`config.mk`:
```
export PLATFORM = sky130hd
export DESIGN_NAME = spi_ram_master
export DESIGN_NICKNAME = d
export VERILOG_FILES = /design/src/rtl/spi_ram_master.sv
export SDC_FILE = /design/constraint.sdc
export NUM_CORES = 1
export LEC_CHECK = 0
export CAP_MARGIN = 30
export CORE_MARGIN = 5
export CORE_UTILIZATION = 68
export CTS_BUF_LIST = sky130_fd_sc_hd__clkbuf_16
export DETAILED_ROUTE_END_ITERATION = 12
export DONT_BUFFER_PORTS = 1
export HOLD_SLACK_MARGIN = 0.15
export PLACE_DENSITY = 0.8
export SLEW_MARGIN = 25
export SYNTH_ARGS = -nofsm -noshare
export SYNTH_HDL_FRONTEND = slang
export SYNTH_SLANG_ARGS = --single-unit
```
`constraint.sdc`:
```
create_clock -name clk_i -period 3.9 [get_ports clk_i]
set_clock_uncertainty 0.15 [all_clocks]
set_input_delay 0.585 -clock clk_i [delete_from_list [all_inputs] [get_ports clk_i]]
set_output_delay 0.585 -clock clk_i [all_outputs]
set_load 0.005 [all_outputs]
```
`src/rtl/spi_ram_master.sv`:
```
// SPI mode-0 master issuing cmd / 32-bit address / [dummy] / data frames.
// Byte-stream side: tx handshake for writes, rx pulse for reads, done pulse at frame end.
module spi_ram_master #(
  parameter int C_CLK_DIV  = 2,
  parameter int C_LEN_BITS = 16,
  parameter int C_GAP      = 4
) (
  input  logic                  clk_i,
  input  logic                  rst_ni,
  input  logic                  start_i,
  input  logic                  rnw_i,
  input  logic [31:0]           addr_i,
  input  logic [C_LEN_BITS-1:0] len_i,
  input  logic [7:0]            tx_data_i,
  input  logic                  tx_valid_i,
  output logic                  tx_ready_o,
  output logic [7:0]            rx_data_o,
  output logic                  rx_valid_o,
  output logic                  busy_o,
  output logic                  done_o,
  output logic                  csn_o,
  output logic                  sclk_o,
  output logic                  mosi_o,
  input  logic                  miso_i
);
  localparam int CW = (C_CLK_DIV > 1) ? $clog2(C_CLK_DIV) : 1;
  localparam int GW = $clog2(C_GAP + 2);

  typedef enum logic [2:0] {S_IDLE, S_CMD, S_ADDR, S_DUMMY, S_DATA, S_GAP} state_t;

  state_t                state, n_state;
  logic [CW-1:0]         cnt, n_cnt;
  logic                  sclk_q, n_sclk;
  logic [2:0]            bit_cnt, n_bit;
  logic [1:0]            ab_cnt, n_ab;
  logic [C_LEN_BITS-1:0] len_cnt, n_len;
  logic [31:0]           addr_q, n_addr;
  logic                  rnw_q, n_rnw;
  logic [7:0]            tx_sh, n_tx;
  logic [7:0]            rx_sh, n_rx;
  logic [7:0]            rx_data_q, n_rxd;
  logic                  rx_valid_q, n_rxv;
  logic                  miso_q;
  logic [GW-1:0]         gap_cnt, n_gap;
  logic                  wait_q, n_wait;
  logic                  tx_ready;
  logic                  edge_t, next_data;

  always_ff @(posedge clk_i or negedge rst_ni) begin
    if (!rst_ni) begin
      state      <= S_IDLE;
      cnt        <= '0;
      sclk_q     <= 1'b0;
      bit_cnt    <= '0;
      ab_cnt     <= '0;
      len_cnt    <= '0;
      addr_q     <= '0;
      rnw_q      <= 1'b0;
      tx_sh      <= '0;
      rx_sh      <= '0;
      rx_data_q  <= '0;
      rx_valid_q <= 1'b0;
      miso_q     <= 1'b0;
      gap_cnt    <= '0;
      wait_q     <= 1'b0;
    end else begin
      state      <= n_state;
      cnt        <= n_cnt;
      sclk_q     <= n_sclk;
      bit_cnt    <= n_bit;
      ab_cnt     <= n_ab;
      len_cnt    <= n_len;
      addr_q     <= n_addr;
      rnw_q      <= n_rnw;
      tx_sh      <= n_tx;
      rx_sh      <= n_rx;
      rx_data_q  <= n_rxd;
      rx_valid_q <= n_rxv;
      miso_q     <= miso_i;
      gap_cnt    <= n_gap;
      wait_q     <= n_wait;
    end
  end

  assign edge_t = (cnt == CW'(C_CLK_DIV - 1));

  always_comb begin
    n_state   = state;
    n_cnt     = cnt;
    n_sclk    = sclk_q;
    n_bit     = bit_cnt;
    n_ab      = ab_cnt;
    n_len     = len_cnt;
    n_addr    = addr_q;
    n_rnw     = rnw_q;
    n_tx      = tx_sh;
    n_rx      = rx_sh;
    n_rxd     = rx_data_q;
    n_rxv     = 1'b0;
    n_gap     = gap_cnt;
    n_wait    = wait_q;
    tx_ready  = 1'b0;
    next_data = 1'b0;
    case (state)
      S_IDLE: begin
        if (start_i) begin
          n_rnw  = rnw_i;
          n_addr = addr_i;
          n_len  = len_i;
          n_cnt  = '0;
          n_sclk = 1'b0;
          n_bit  = '0;
          n_ab   = '0;
          n_wait = 1'b0;
          n_gap  = '0;
          if (len_i == '0) n_state = S_GAP;
          else begin
            n_state = S_CMD;
            n_tx    = {7'b0, rnw_i};
          end
        end
      end
      S_CMD, S_ADDR, S_DUMMY, S_DATA: begin
        if (state == S_DATA && wait_q) begin
          // write stall: sclk parked low until the source offers the next byte
          if (tx_valid_i) begin
            tx_ready = 1'b1;
            n_tx     = tx_data_i;
            n_len    = len_cnt - 1'b1;
            n_wait   = 1'b0;
            n_cnt    = '0;
          end
        end else begin
          n_cnt = edge_t ? '0 : cnt + 1'b1;
          if (edge_t && !sclk_q) begin
            n_sclk = 1'b1;
            n_rx   = {rx_sh[6:0], miso_q};
            if (state == S_DATA && rnw_q && bit_cnt == 3'd7) begin
              n_rxd = {rx_sh[6:0], miso_q};
              n_rxv = 1'b1;
            end
          end else if (edge_t && sclk_q) begin
            n_sclk = 1'b0;
            n_bit  = bit_cnt + 3'd1;
            n_tx   = {tx_sh[6:0], 1'b0};
            if (bit_cnt == 3'd7) begin
              case (state)
                S_CMD: begin
                  n_state = S_ADDR;
                  n_ab    = '0;
                  n_tx    = addr_q[31:24];
                  n_addr  = {addr_q[23:0], 8'h00};
                end
                S_ADDR: begin
                  if (ab_cnt != 2'd3) begin
                    n_ab   = ab_cnt + 2'd1;
                    n_tx   = addr_q[31:24];
                    n_addr = {addr_q[23:0], 8'h00};
                  end else if (rnw_q) begin
                    n_state = S_DUMMY;
                    n_tx    = 8'h00;
                  end else next_data = 1'b1;
                end
                S_DUMMY: next_data = 1'b1;
                default: begin
                  if (len_cnt == '0) begin
                    n_state = S_GAP;
                    n_gap   = '0;
                    n_tx    = 8'h00;
                  end else next_data = 1'b1;
                end
              endcase
            end
          end
        end
        if (next_data) begin
          n_state = S_DATA;
          if (rnw_q) begin
            n_tx  = 8'h00;
            n_len = len_cnt - 1'b1;
          end else if (tx_valid_i) begin
            tx_ready = 1'b1;
            n_tx     = tx_data_i;
            n_len    = len_cnt - 1'b1;
          end else begin
            n_wait = 1'b1;
            n_tx   = 8'h00;
          end
        end
      end
      S_GAP: begin
        n_gap = gap_cnt + 1'b1;
        if (gap_cnt == GW'(C_GAP)) n_state = S_IDLE;
      end
      default: n_state = S_IDLE;
    endcase
  end

  assign done_o     = (state == S_GAP) && (gap_cnt == GW'(C_GAP));
  assign busy_o     = (state != S_IDLE) && !done_o;
  assign csn_o      = !(state inside {S_CMD, S_ADDR, S_DUMMY, S_DATA});
  assign sclk_o     = sclk_q;
  assign mosi_o     = tx_sh[7];
  assign tx_ready_o = tx_ready;
  assign rx_data_o  = rx_data_q;
  assign rx_valid_o = rx_valid_q;
endmodule

```
==> results.toml <==
[run_status]
outcome = "finished clean"

[worst_setup_path]
crit_family = "simple AND/OR/NAND/NOR gates"
end_kind = "output port"
cp.depth = 3
path_cells = "or3_1, and2_1, inv_2"
cp.required_ns = 3.16
slowest_stage = "inv_2"
max_stage_delay_ns = 0.71
start_kind = "flop"
worst_ep_arrival_time_ns = 2.59
r2r_cells = 6
path_class = "reg2out"
worstPathMaxFanout = 36
cp_num_buf_inv = 1

[job]
max_cap_viol_count = 0

[synth]
syn_nets = 530
synth.ff_latch_count = 88
yosysTopAreaCellShare_pct = 45.6
syn_area_mm2 = 0.00482
synthCells = 462
ys_types = 81
ys.flop_type = "dfrtp_1"
post-synth-top-count-cell = "dfrtp_1"
yosysSeqAreaShare_pct = 45.6
synth_edf_count = 0
synth.top_cells.by_area = "dfrtp_1, mux2i_1, nand2_1"
yosys_warnings = 0
synth.avg_cell_area_um2 = 10.4
async_flop_share_pct = 100
synth_top_area_cell = "dfrtp_1"
ys_top_cells_by_count = "dfrtp_1, nand2_1, o21ai_0, mux2i_1, nor2_1"

[floorplan]
die_h_um = 94.2
num_rows = 30
io_pins = 77
core-area_mm2 = 0.00683
start_util_pct = 70.6
die-area_mm2 = 0.00888
fp.dieW_um = 94.2

[global_routing]
grt_pass1_vias = 3723
grt_start_max_net_pins = 89
track_usage_pct = 26.5
grt_pass1_wl_um = 18500
grt_remaining_overflow = 0
antenna_found_initial = 0

[placement]
dpl_cell_area_mm2 = 0.00482
dp_hpwl_um = 7610
place.gp.congestion = 0.923
io_buffers = 0

[layout]
fin_area_mm2 = 0.00520
multi_input_area_mm2 = 0.00244
final.fill_count = 476
ff_latch_area_mm2 = 0.00220
drive_gt1_share_pct = 16.3
area_growth_pct = 7.86
nets = 522
n_antenna_cell = 0
finish.utilization_pct = 76.2

[routing]
via_per_inst = 6.69
routedWlPerCell_um = 20.2
wirelength_um = 11200
ant_nets = 0
wl_met1_um = 4580
dr_wl_met2_um = 5300
dr.pass1.iters = 6
top_layer_used = "met4"
wl_met3_um = 1050
vias = 3715
drc = 0
first_iter_violations = 287

[timing]
layout_worst_path_cycle_share_pct = 85.4
finalHoldViolCount = 0
setup_tns_ns = 0
setup_viol = 0
timing.slew.headroom_pct = 40.3
fmax_ghz = 0.300
rsz0062_at_grt = "no"
finalCriticalPeriod_ns = 3.33
worst_pin_slew_ns = 0.895
finalMaxSlewViolations = 0

[cts]
cts_setup_buffers = 0
path_clk_slew_ns = 0.07
cts_made_buffers = 9
cts-root-buf = "clkbuf_16"
clock_latency_ns = 0.34
cts_tree = "yes"
htreeDepth = 3
cts_buffer_depth = 2
clock_sinks = 88

[worst_hold_path]
hold_class = "in2reg"
holdPathStages = 2

[power_and_ir_drop]
total_power_w = 0.00433
ir_drop_mv = 0.440
power_density_mw_per_mm2 = 833
power.leakage_nw = 2.22
[worst register-to-register path, delay by kind of cell (launching register included)]
kind,cells,cell delay [ns]
buffers and inverters,1,0.71
AND/OR/NAND/NOR,4,1.25
AO/OA/AOI/OAI,1,0.33
flip-flops,1,0.58
[state kept, by name (all words and copies together), names as in the netlist, 3 cells and up]
register / cells
addr_q: 32
len_cnt: 16
rx_data_o: 8
tx_sh: 8
rx_sh: 7
bit_cnt: 3
gap_cnt: 3
state: 3
[cell usage in the layout (no fill, tap or decap), drive strengths merged, types with 5 or more instances in the layout]
cell type	netlist	routed
a211oi	5	5
a21o	5	5
a21oi	9	9
a221oi	10	10
a22o	10	10
a22oi	10	10
buf	14	6
clkbuf	13	9
dfrtp	88	88
ha	6	6
inv	8	11
mux2	16	16
mux2i	26	26
nand2	57	57
nand2b	5	5
nor2	26	26
nor2b	7	7
nor3	14	14
nor4	9	9
o21ai	48	48
[report_power, final]
group,switching (W),internal [W],total (W)
sequential,0.000353,0.00130,0.00165
clock,0.000379,0.000505,0.000884
combinational,0.00101,0.000788,0.00180
[repair_timing]
item,in CTS,in global routing
resized for setup,0,0
hold endpoints to repair,89,0
hold buffers,3,0
[area by class of cell]
type / instances / area share [%]
sequential: 88 / 42.3
multi-input combinational: 339 / 46.9
tap: 96 / 2.31
inverter: 8 / 0.577
clock inverter: 7 / 1.51
clock buffer: 9 / 4.33
timing repair buffer: 8 / 2.02
[final timing paths]
check / endpoint / start / slack, ns
worst max-delay path: csn_o / state[0] / 0.57
worst min-delay path: rnw_q / rnw_i / 0.21
worst max register to register: len_cnt[10] / state[0] / 0.77
worst min register to register: addr_q[16] / addr_q[16] / 0.33
max in group asynchronous: len_cnt[14] / rst_ni / 2.58
min in group asynchronous: gap_cnt[0] / rst_ni / 0.65
[metrics by stage]
| step | setup slack [ns] | std cells | hold WS [ns] |
|---|---|---|---|
| floorplan | 1.45 | 462 | 0.139 |
| global placement | 0.923 | 535 | 0.142 |
| detailed placement | 0.843 | 535 | 0.142 |
| CTS | 0.628 | 554 | 0.202 |
| global route | 0.431 | 555 | 0.195 |
| finish | 0.570 | 555 | 0.207 |
[logic make-up (layout without fill, tap and decap cells)]
logic type                 Yosys count  in the layout  synth area share (%)
muxes                               42             42                  9.13
AOI/OAI and AO/OA                  134            134                  21.2
xor gates and xnor gates             3              3                 0.545
buffers and inverters               35             32                  3.79
DFF                                 88             88                  45.6
and+or+nand+nor                    154            154                  18.2
adders and majority gates            6              6                  1.56
[metal layers]
layer  GRT usage (%)  vias to the layer above
met5               0                        -
met2            41.4                      180
met4            9.51                        0
met3            6.49                       37
met1            36.0                     1785
li1                -                     1713
Note: power is estimated with default switching activity, not from simulation.
